[src/rtl/udp_tx_sched_if.sv]
// udp_tx_sched_if: requester handshakes and the framed UDP word stream of udp_tx_sched.
// Carries a state_dbg field so monitors can follow the scheduler FSM.
interface udp_tx_sched_if;
  // Requester i raises req_i with len_i stable and holds it until gnt_i rises.
  // While rd_i is high, data_i is consumed at every clock edge where valid_i is high;
  // valid_i low while rd_i is high truncates the packet.
  logic        req_0, req_1;
  logic [13:0] len_0, len_1;
  logic        gnt_0, gnt_1;
  logic [31:0] data_0, data_1;
  logic        valid_0, valid_1;
  logic        rd_0, rd_1;
  logic [31:0] udp_data_out;
  logic        udp_data_valid;
  logic        pkt_done;
  logic        underrun_err;
  logic [2:0]  state_dbg;

  modport slave (
    input  req_0, req_1, len_0, len_1, data_0, data_1, valid_0, valid_1,
    output gnt_0, gnt_1, rd_0, rd_1, udp_data_out, udp_data_valid,
           pkt_done, underrun_err, state_dbg
  );

  modport master (
    output req_0, req_1, len_0, len_1, data_0, data_1, valid_0, valid_1,
    input  gnt_0, gnt_1, rd_0, rd_1, udp_data_out, udp_data_valid,
           pkt_done, underrun_err, state_dbg
  );
endinterface

[src/rtl/udp_tx_sched.sv]
// udp_tx_sched: round-robin scheduler framing two requesters' payloads as UDP datagrams.
// Define UDP_TX_IFG_EN to stretch the inter-packet GAP state to IFG cycles (default: 1 cycle).
module udp_tx_sched #(
  parameter logic [15:0] SRC_PORT = 16'h0400,
  parameter logic [15:0] DES_PORT = 16'h00aa,
  parameter int unsigned IFG      = 4
) (
  input logic           clk,
  input logic           reset_n,
  udp_tx_sched_if.slave bus
);

  typedef enum logic [2:0] {
    IDLE = 3'd0,
    HDR0 = 3'd1,
    HDR1 = 3'd2,
    DATA = 3'd3,
    GAP  = 3'd4
  } state_t;

`ifdef UDP_TX_IFG_EN
  localparam logic [3:0] GAP_LAST = 4'(IFG - 1);
`else
  // Single-cycle gap; IFG is only meaningful in the gapped build.
  localparam logic [3:0] GAP_LAST = 4'(IFG - IFG);
`endif

  state_t      state, state_nxt;
  logic        owner;           // requester granted most recently (current owner while busy)
  logic [13:0] cnt;             // payload words still to send
  logic [3:0]  gap_cnt;
  logic        any_req, pick, busy;
  logic        sel_valid;
  logic [31:0] sel_data;
  logic [15:0] udp_len;
  logic [31:0] out_nxt;
  logic        vld_nxt, done_set, under_set, done_pend;

  assign any_req   = bus.req_0 | bus.req_1;
  assign pick      = (bus.req_0 & bus.req_1) ? ~owner : bus.req_1;
  assign sel_valid = owner ? bus.valid_1 : bus.valid_0;
  assign sel_data  = owner ? bus.data_1  : bus.data_0;
  assign udp_len   = {cnt, 2'b00} + 16'd8;

  // State register
  always_ff @(posedge clk or negedge reset_n) begin
    if (!reset_n) state <= IDLE;
    else          state <= state_nxt;
  end

  // Next-state logic
  always_comb begin
    state_nxt = state;
    case (state)
      IDLE: if (any_req) state_nxt = HDR0;
      HDR0: state_nxt = HDR1;
      HDR1: state_nxt = (cnt == 14'd0) ? GAP : DATA;
      DATA: if (!sel_valid || cnt == 14'd1) state_nxt = GAP;
      GAP:  if (gap_cnt == 4'd0) state_nxt = IDLE;
      default: state_nxt = IDLE;
    endcase
  end

  // Output logic: ownership strobes plus the values captured by the output register
  always_comb begin
    out_nxt   = '0;
    vld_nxt   = 1'b0;
    done_set  = 1'b0;
    under_set = 1'b0;
    case (state)
      HDR0: begin
        out_nxt = {SRC_PORT, DES_PORT};
        vld_nxt = 1'b1;
      end
      HDR1: begin
        out_nxt  = {udp_len, 16'h0000};
        vld_nxt  = 1'b1;
        done_set = (cnt == 14'd0);
      end
      DATA: begin
        if (sel_valid) begin
          out_nxt  = sel_data;
          vld_nxt  = 1'b1;
          done_set = (cnt == 14'd1);
        end else begin
          under_set = 1'b1;
        end
      end
      default: ;
    endcase
  end

  assign busy          = (state == HDR0) || (state == HDR1) || (state == DATA);
  assign bus.gnt_0     = busy & ~owner;
  assign bus.gnt_1     = busy &  owner;
  assign bus.rd_0      = (state == DATA) & ~owner;
  assign bus.rd_1      = (state == DATA) &  owner;
  assign bus.state_dbg = state;

  // Datapath: grant latch, word counter, gap timer and the registered stream.
  // pkt_done trails the final valid word by one cycle via done_pend.
  always_ff @(posedge clk or negedge reset_n) begin
    if (!reset_n) begin
      owner              <= 1'b1;
      cnt                <= '0;
      gap_cnt            <= '0;
      bus.udp_data_out   <= '0;
      bus.udp_data_valid <= 1'b0;
      bus.underrun_err   <= 1'b0;
      bus.pkt_done       <= 1'b0;
      done_pend          <= 1'b0;
    end else begin
      if (state == IDLE && any_req) begin
        owner <= pick;
        cnt   <= pick ? bus.len_1 : bus.len_0;
      end else if (state == DATA && sel_valid) begin
        cnt <= cnt - 14'd1;
      end
      if (state != GAP && state_nxt == GAP)   gap_cnt <= GAP_LAST;
      else if (state == GAP && gap_cnt != 4'd0) gap_cnt <= gap_cnt - 4'd1;
      bus.udp_data_out   <= out_nxt;
      bus.udp_data_valid <= vld_nxt;
      bus.underrun_err   <= under_set;
      done_pend          <= done_set;
      bus.pkt_done       <= done_pend;
    end
  end

endmodule

[src/flat_wrapper.sv]
// flat-port wrapper written by rule: the top's interface ports become plain ports
module udp_tx_sched_flat 
#(
  parameter logic [15:0] SRC_PORT = 16'h0400,
  parameter logic [15:0] DES_PORT = 16'h00aa,
  parameter int unsigned IFG      = 4
)
  (clk, reset_n, bus_req_0, bus_req_1, bus_len_0, bus_len_1, bus_data_0, bus_data_1, bus_valid_0, bus_valid_1, bus_gnt_0, bus_gnt_1, bus_rd_0, bus_rd_1, bus_udp_data_out, bus_udp_data_valid, bus_pkt_done, bus_underrun_err, bus_state_dbg);
  udp_tx_sched_if bus_i ();
  input logic clk;
  input logic reset_n;
  input wire logic [$bits(bus_i.req_0)-1:0] bus_req_0;
  input wire logic [$bits(bus_i.req_1)-1:0] bus_req_1;
  input wire logic [$bits(bus_i.len_0)-1:0] bus_len_0;
  input wire logic [$bits(bus_i.len_1)-1:0] bus_len_1;
  input wire logic [$bits(bus_i.data_0)-1:0] bus_data_0;
  input wire logic [$bits(bus_i.data_1)-1:0] bus_data_1;
  input wire logic [$bits(bus_i.valid_0)-1:0] bus_valid_0;
  input wire logic [$bits(bus_i.valid_1)-1:0] bus_valid_1;
  output wire logic [$bits(bus_i.gnt_0)-1:0] bus_gnt_0;
  output wire logic [$bits(bus_i.gnt_1)-1:0] bus_gnt_1;
  output wire logic [$bits(bus_i.rd_0)-1:0] bus_rd_0;
  output wire logic [$bits(bus_i.rd_1)-1:0] bus_rd_1;
  output wire logic [$bits(bus_i.udp_data_out)-1:0] bus_udp_data_out;
  output wire logic [$bits(bus_i.udp_data_valid)-1:0] bus_udp_data_valid;
  output wire logic [$bits(bus_i.pkt_done)-1:0] bus_pkt_done;
  output wire logic [$bits(bus_i.underrun_err)-1:0] bus_underrun_err;
  output wire logic [$bits(bus_i.state_dbg)-1:0] bus_state_dbg;
  assign bus_i.req_0 = bus_req_0;
  assign bus_i.req_1 = bus_req_1;
  assign bus_i.len_0 = bus_len_0;
  assign bus_i.len_1 = bus_len_1;
  assign bus_i.data_0 = bus_data_0;
  assign bus_i.data_1 = bus_data_1;
  assign bus_i.valid_0 = bus_valid_0;
  assign bus_i.valid_1 = bus_valid_1;
  assign bus_gnt_0 = bus_i.gnt_0;
  assign bus_gnt_1 = bus_i.gnt_1;
  assign bus_rd_0 = bus_i.rd_0;
  assign bus_rd_1 = bus_i.rd_1;
  assign bus_udp_data_out = bus_i.udp_data_out;
  assign bus_udp_data_valid = bus_i.udp_data_valid;
  assign bus_pkt_done = bus_i.pkt_done;
  assign bus_underrun_err = bus_i.underrun_err;
  assign bus_state_dbg = bus_i.state_dbg;
  udp_tx_sched #(.SRC_PORT(SRC_PORT), .DES_PORT(DES_PORT), .IFG(IFG)) u_core (.clk(clk), .reset_n(reset_n), .bus(bus_i));
endmodule
[config.mk]
export PLATFORM = sky130hd
export DESIGN_NAME = udp_tx_sched_flat
export DESIGN_NICKNAME = d
export VERILOG_FILES = /design/src/rtl/udp_tx_sched_if.sv /design/src/rtl/udp_tx_sched.sv /design/src/flat_wrapper.sv
export SDC_FILE = /design/constraint.sdc
export NUM_CORES = 1
export LEC_CHECK = 0
export BUFFER_PORTS_ARGS = -buffer_cell sky130_fd_sc_hd__buf_4
export CORE_UTILIZATION = 30
export DETAILED_ROUTE_END_ITERATION = 10
export PLACE_DENSITY = 0.55
export SYNTH_ARGS = -nofsm -noshare
export SYNTH_HDL_FRONTEND = slang
export SYNTH_SLANG_ARGS = --single-unit
[constraint.sdc]
create_clock -name clk -period 5.3 [get_ports clk]
set_input_delay 0.265 -clock clk [delete_from_list [all_inputs] [get_ports clk]]
set_output_delay 0.265 -clock clk [all_outputs]
set_load 0.005 [all_outputs]
==> out/qor.csv <==
stage;metric;value;unit
status;status;complete, but fails checks;
status;violations;negative hold slack;
timing;drv_slew;0;
timing;fmax;342;MHz
synth;synth-async-reset-ratio;100;%
cts;cts_setup_buffers;0;
die;die_y;104;um
synth;synthFlopType;dfrtp_1;
drt;drt_iter0_drc;95;
cts;cts_made_buffers;9;
worst_setup_path;critical_path.max_stage_delay;1.20;ns
die;core;0.0102;sq mm
timing;fin_crit_sh;55.2;%
worst_setup_path;worstPathMaxFanout;37;
global_routing;grt_busiest_layer;met2;
synth;synth_top_area_cell;dfrtp_1;
drt;viasPerCell;4.61;
layout;syn2layout_area_growth;43.5;%
cts;cts_resized;0;
worst_setup_path;worst_setup_path_end_kind;flop;
layout;layout-drive-gt1-share;38.2;%
flow_run;maxCapViolations;0;
power;ir_drop;0.177;mV
global_routing;gr-usage-met1;20.6;%
synth;synth_top_area_share;45.3;%
place;dp_cells;560;
cts;clockBufferDepth;2;
timing;setup_violations;0;
layout;diodes;0;
cts;cts_sinks;58;
timing;finalCriticalPeriod;2.93;ns
global_routing;overflow;0;
worst_setup_path;slowest_stage;dfstp_2;
worst_setup_path;critPathKind;reg2reg;
drt;wl_per_cell;14.0;um
global_routing;grt_first_pass_wirelength;13.1;mm
timing;tightest_slew;1.06;ns
cts;cts_tree;done;
layout;finalCoreUtilization;44.1;%
place;dp_hpwl;5.94;mm
die;io_pins;140;
place;port-buffer-count;139;
timing;hold_ws;-0.0212;ns
synth;ys_ff_latch;58;
drt;vias;2653;
global_routing;grt_pass1_vias;2632;
worst_setup_path;worstPathArrival;3.13;ns
drt;first_pass_iters;4;
synth;syn-num-nets;408;
global_routing;grt_max_degree;59;
die;floorplan.initialDensity;30.7;%
global_routing;grtUsageMet2;23.6;%
synth;yosys-top-cells-area;dfrtp_1 45%, mux2i_1 17%, xnor2_1 4.7%, nor2_1 4.2%, ha_1 2.8%;
drt;detail-route-antenna-nets;0;
worst_setup_path;cp.required;5.50;ns
place;routabilityCongestion;0.766;
synth;avgSynthCellArea;10.4;sq um
timing;clock_skew;0.00521;ns
global_routing;grt_antenna_before_repair;0;
cts;clk_pin_slew;0.06;ns
power;p_leak;2.19;nW
cts;htree_levels;3;
timing;hold_viol;14;
worst_setup_path;crit_buf_inv;0;
global_routing;use_met3;4.07;%
cts;clockRootBuffer;clkbuf_8;
timing;slew_headroom;28.7;%
global_routing;grt_usage;15.4;%
cts;clock_latency;0.33;ns
die;die_x;104;um
layout;nets;540;
drt;route.detailed.drc;0;
synth;syn_inst;303;
synth;yosysWarnings;0;
die;rows;37;
worst_setup_path;path_cells;mux2_2 -> nand2_1 -> nor2_1 -> a211oi_1 -> a21oi_1;
die;fp.dieArea;0.0109;sq mm
cts;ctsHoldBuffers;0;
layout;final_cells;576;
worst_setup_path;critical-path-top-delay-family;flip-flops;
synth;synth-seq-area-share;46.2;%
hold_path;hold_path_class;in2async;
timing;finalSetupTns;0;ns
power;p_per_area;466;mW/mm^2
synth;synth_edf_count;0;
synth;syn-cell-area;0.00315;sq mm
synth;synth_cell_types;39;
drt;wirelength;8.09;mm
timing;rsz0062_at_grt;false;
worst_setup_path;worst_setup_path_start_kind;flop;
## synth_stat cells, types with 2 or more instances
library cell	n
inv_1	7
buf_1	3
nand3_1	5
and3_1	5
a211oi_1	3
o22ai_1	13
xor2_1	9
nor2_1	35
o21ai_0	4
a31oi_1	2
mux2_2	5
mux2i_1	52
nand2b_1	6
nor4_1	4
ha_1	7
dfrtp_1	57
buf_2	3
a21oi_1	13
xnor2_1	17
nor3_1	4
and2_1	2
nand4_1	4
clkbuf_1	12
nor2b_1	3
nand2_1	14
## stage by stage
step | worst slack (ns) | power (mW) | cell area [sq um]
2_1_floorplan | 3.36 | 1.31 | 3150
3_3_place_gp | 2.39 | 1.65 | 4290
3_5_place_dp | 2.29 | 1.67 | 4290
4_1_cts | 2.30 | 2.13 | 4510
5_1_grt | 2.08 | 2.26 | 4510
6_report | 2.37 | 2.10 | 4510
## flip-flops by register name, indices dropped and copies added, names as in the netlist
signal and count:
u_core.bus.udp_data_out 32, u_core.cnt 14, u_core.gap_cnt 4, u_core.bus.state_dbg 3, u_core.bus.pkt_done 1, u_core.bus.udp_data_valid 1, u_core.bus.underrun_err 1, u_core.done_pend 1
u_core.owner 1
## kinds of logic after synthesis
logic type / synth area share (%)
and+or+nand+nor: 14.8
DFF: 46.2
muxes: 18.3
AOI/OAI and AO/OA: 7.20
xor gates and xnor gates: 7.24
buffers and inverters: 3.46
adders and majority gates: 2.78
## layout by cell type, fill, tap and decap left out, types with 2 or more instances in the layout
cell	instances
o22ai_1	13
nand2_1	14
xor2_1	9
and3_1	5
a211oi_1	3
nor3_1	4
clkinv_2	2
and2_1	2
a21oi_1	13
mux2_2	5
dfrtp_1	57
xnor2_1	17
nor2_1	35
buf_4	140
nor4_1	3
inv_1	7
mux2i_1	52
bufinv_16	2
nand4_1	4
nor2b_1	3
o21ai_0	4
a31oi_1	2
nand3_1	5
clkbuf_8	10
nand2b_1	6
ha_1	7
## power breakdown
| part | leakage (nW) | total (mW) | switching (mW) | internal, mW |
|---|---|---|---|---|
| Combinational | 1.33 | 0.845 | 0.381 | 0.464 |
| Clock | 0.109 | 0.451 | 0.175 | 0.276 |
| Sequential | 0.747 | 0.806 | 0.214 | 0.591 |
| Total | 2.19 | 2.10 | 0.771 | 1.33 |
## path summary, 6_finish.rpt
path	depth (start not counted)	endpoint	startpoint	slack [ns]
min in group clk	3	u_core.bus.udp_data_out[2]$_DFF_PN0_	bus_data_0[2]	0.18
max reg2reg	5	u_core.cnt[1]$_DFFE_PN0P_	u_core.owner$_DFFE_PN1P_	2.37
max in group asynchronous	1	u_core.cnt[13]$_DFFE_PN0P_	reset_n	4.80
min	1	u_core.cnt[8]$_DFFE_PN0P_	reset_n	-0.02
min reg2reg	0	u_core.bus.pkt_done$_DFF_PN0_	u_core.done_pend$_DFF_PN0_	0.35
max	5	u_core.cnt[1]$_DFFE_PN0P_	u_core.owner$_DFFE_PN1P_	2.37
## layout make-up
type,count,area (sq um)
clock buffers,11,141
clock inverters,5,77.6
fillers,994,5720
inverters,7,26.3
multi-input cells,219,1590
flip-flops and latches,58,1450
well taps,136,170
repair buffers,140,1050
## per-layer routing
metal	wire length [um]	part of all wire (%)
met1	3710	46
met2	3770	47
met3	523	6.5
met4	91	1.1
met5	0	0
Power figures use the tool's default switching activity.
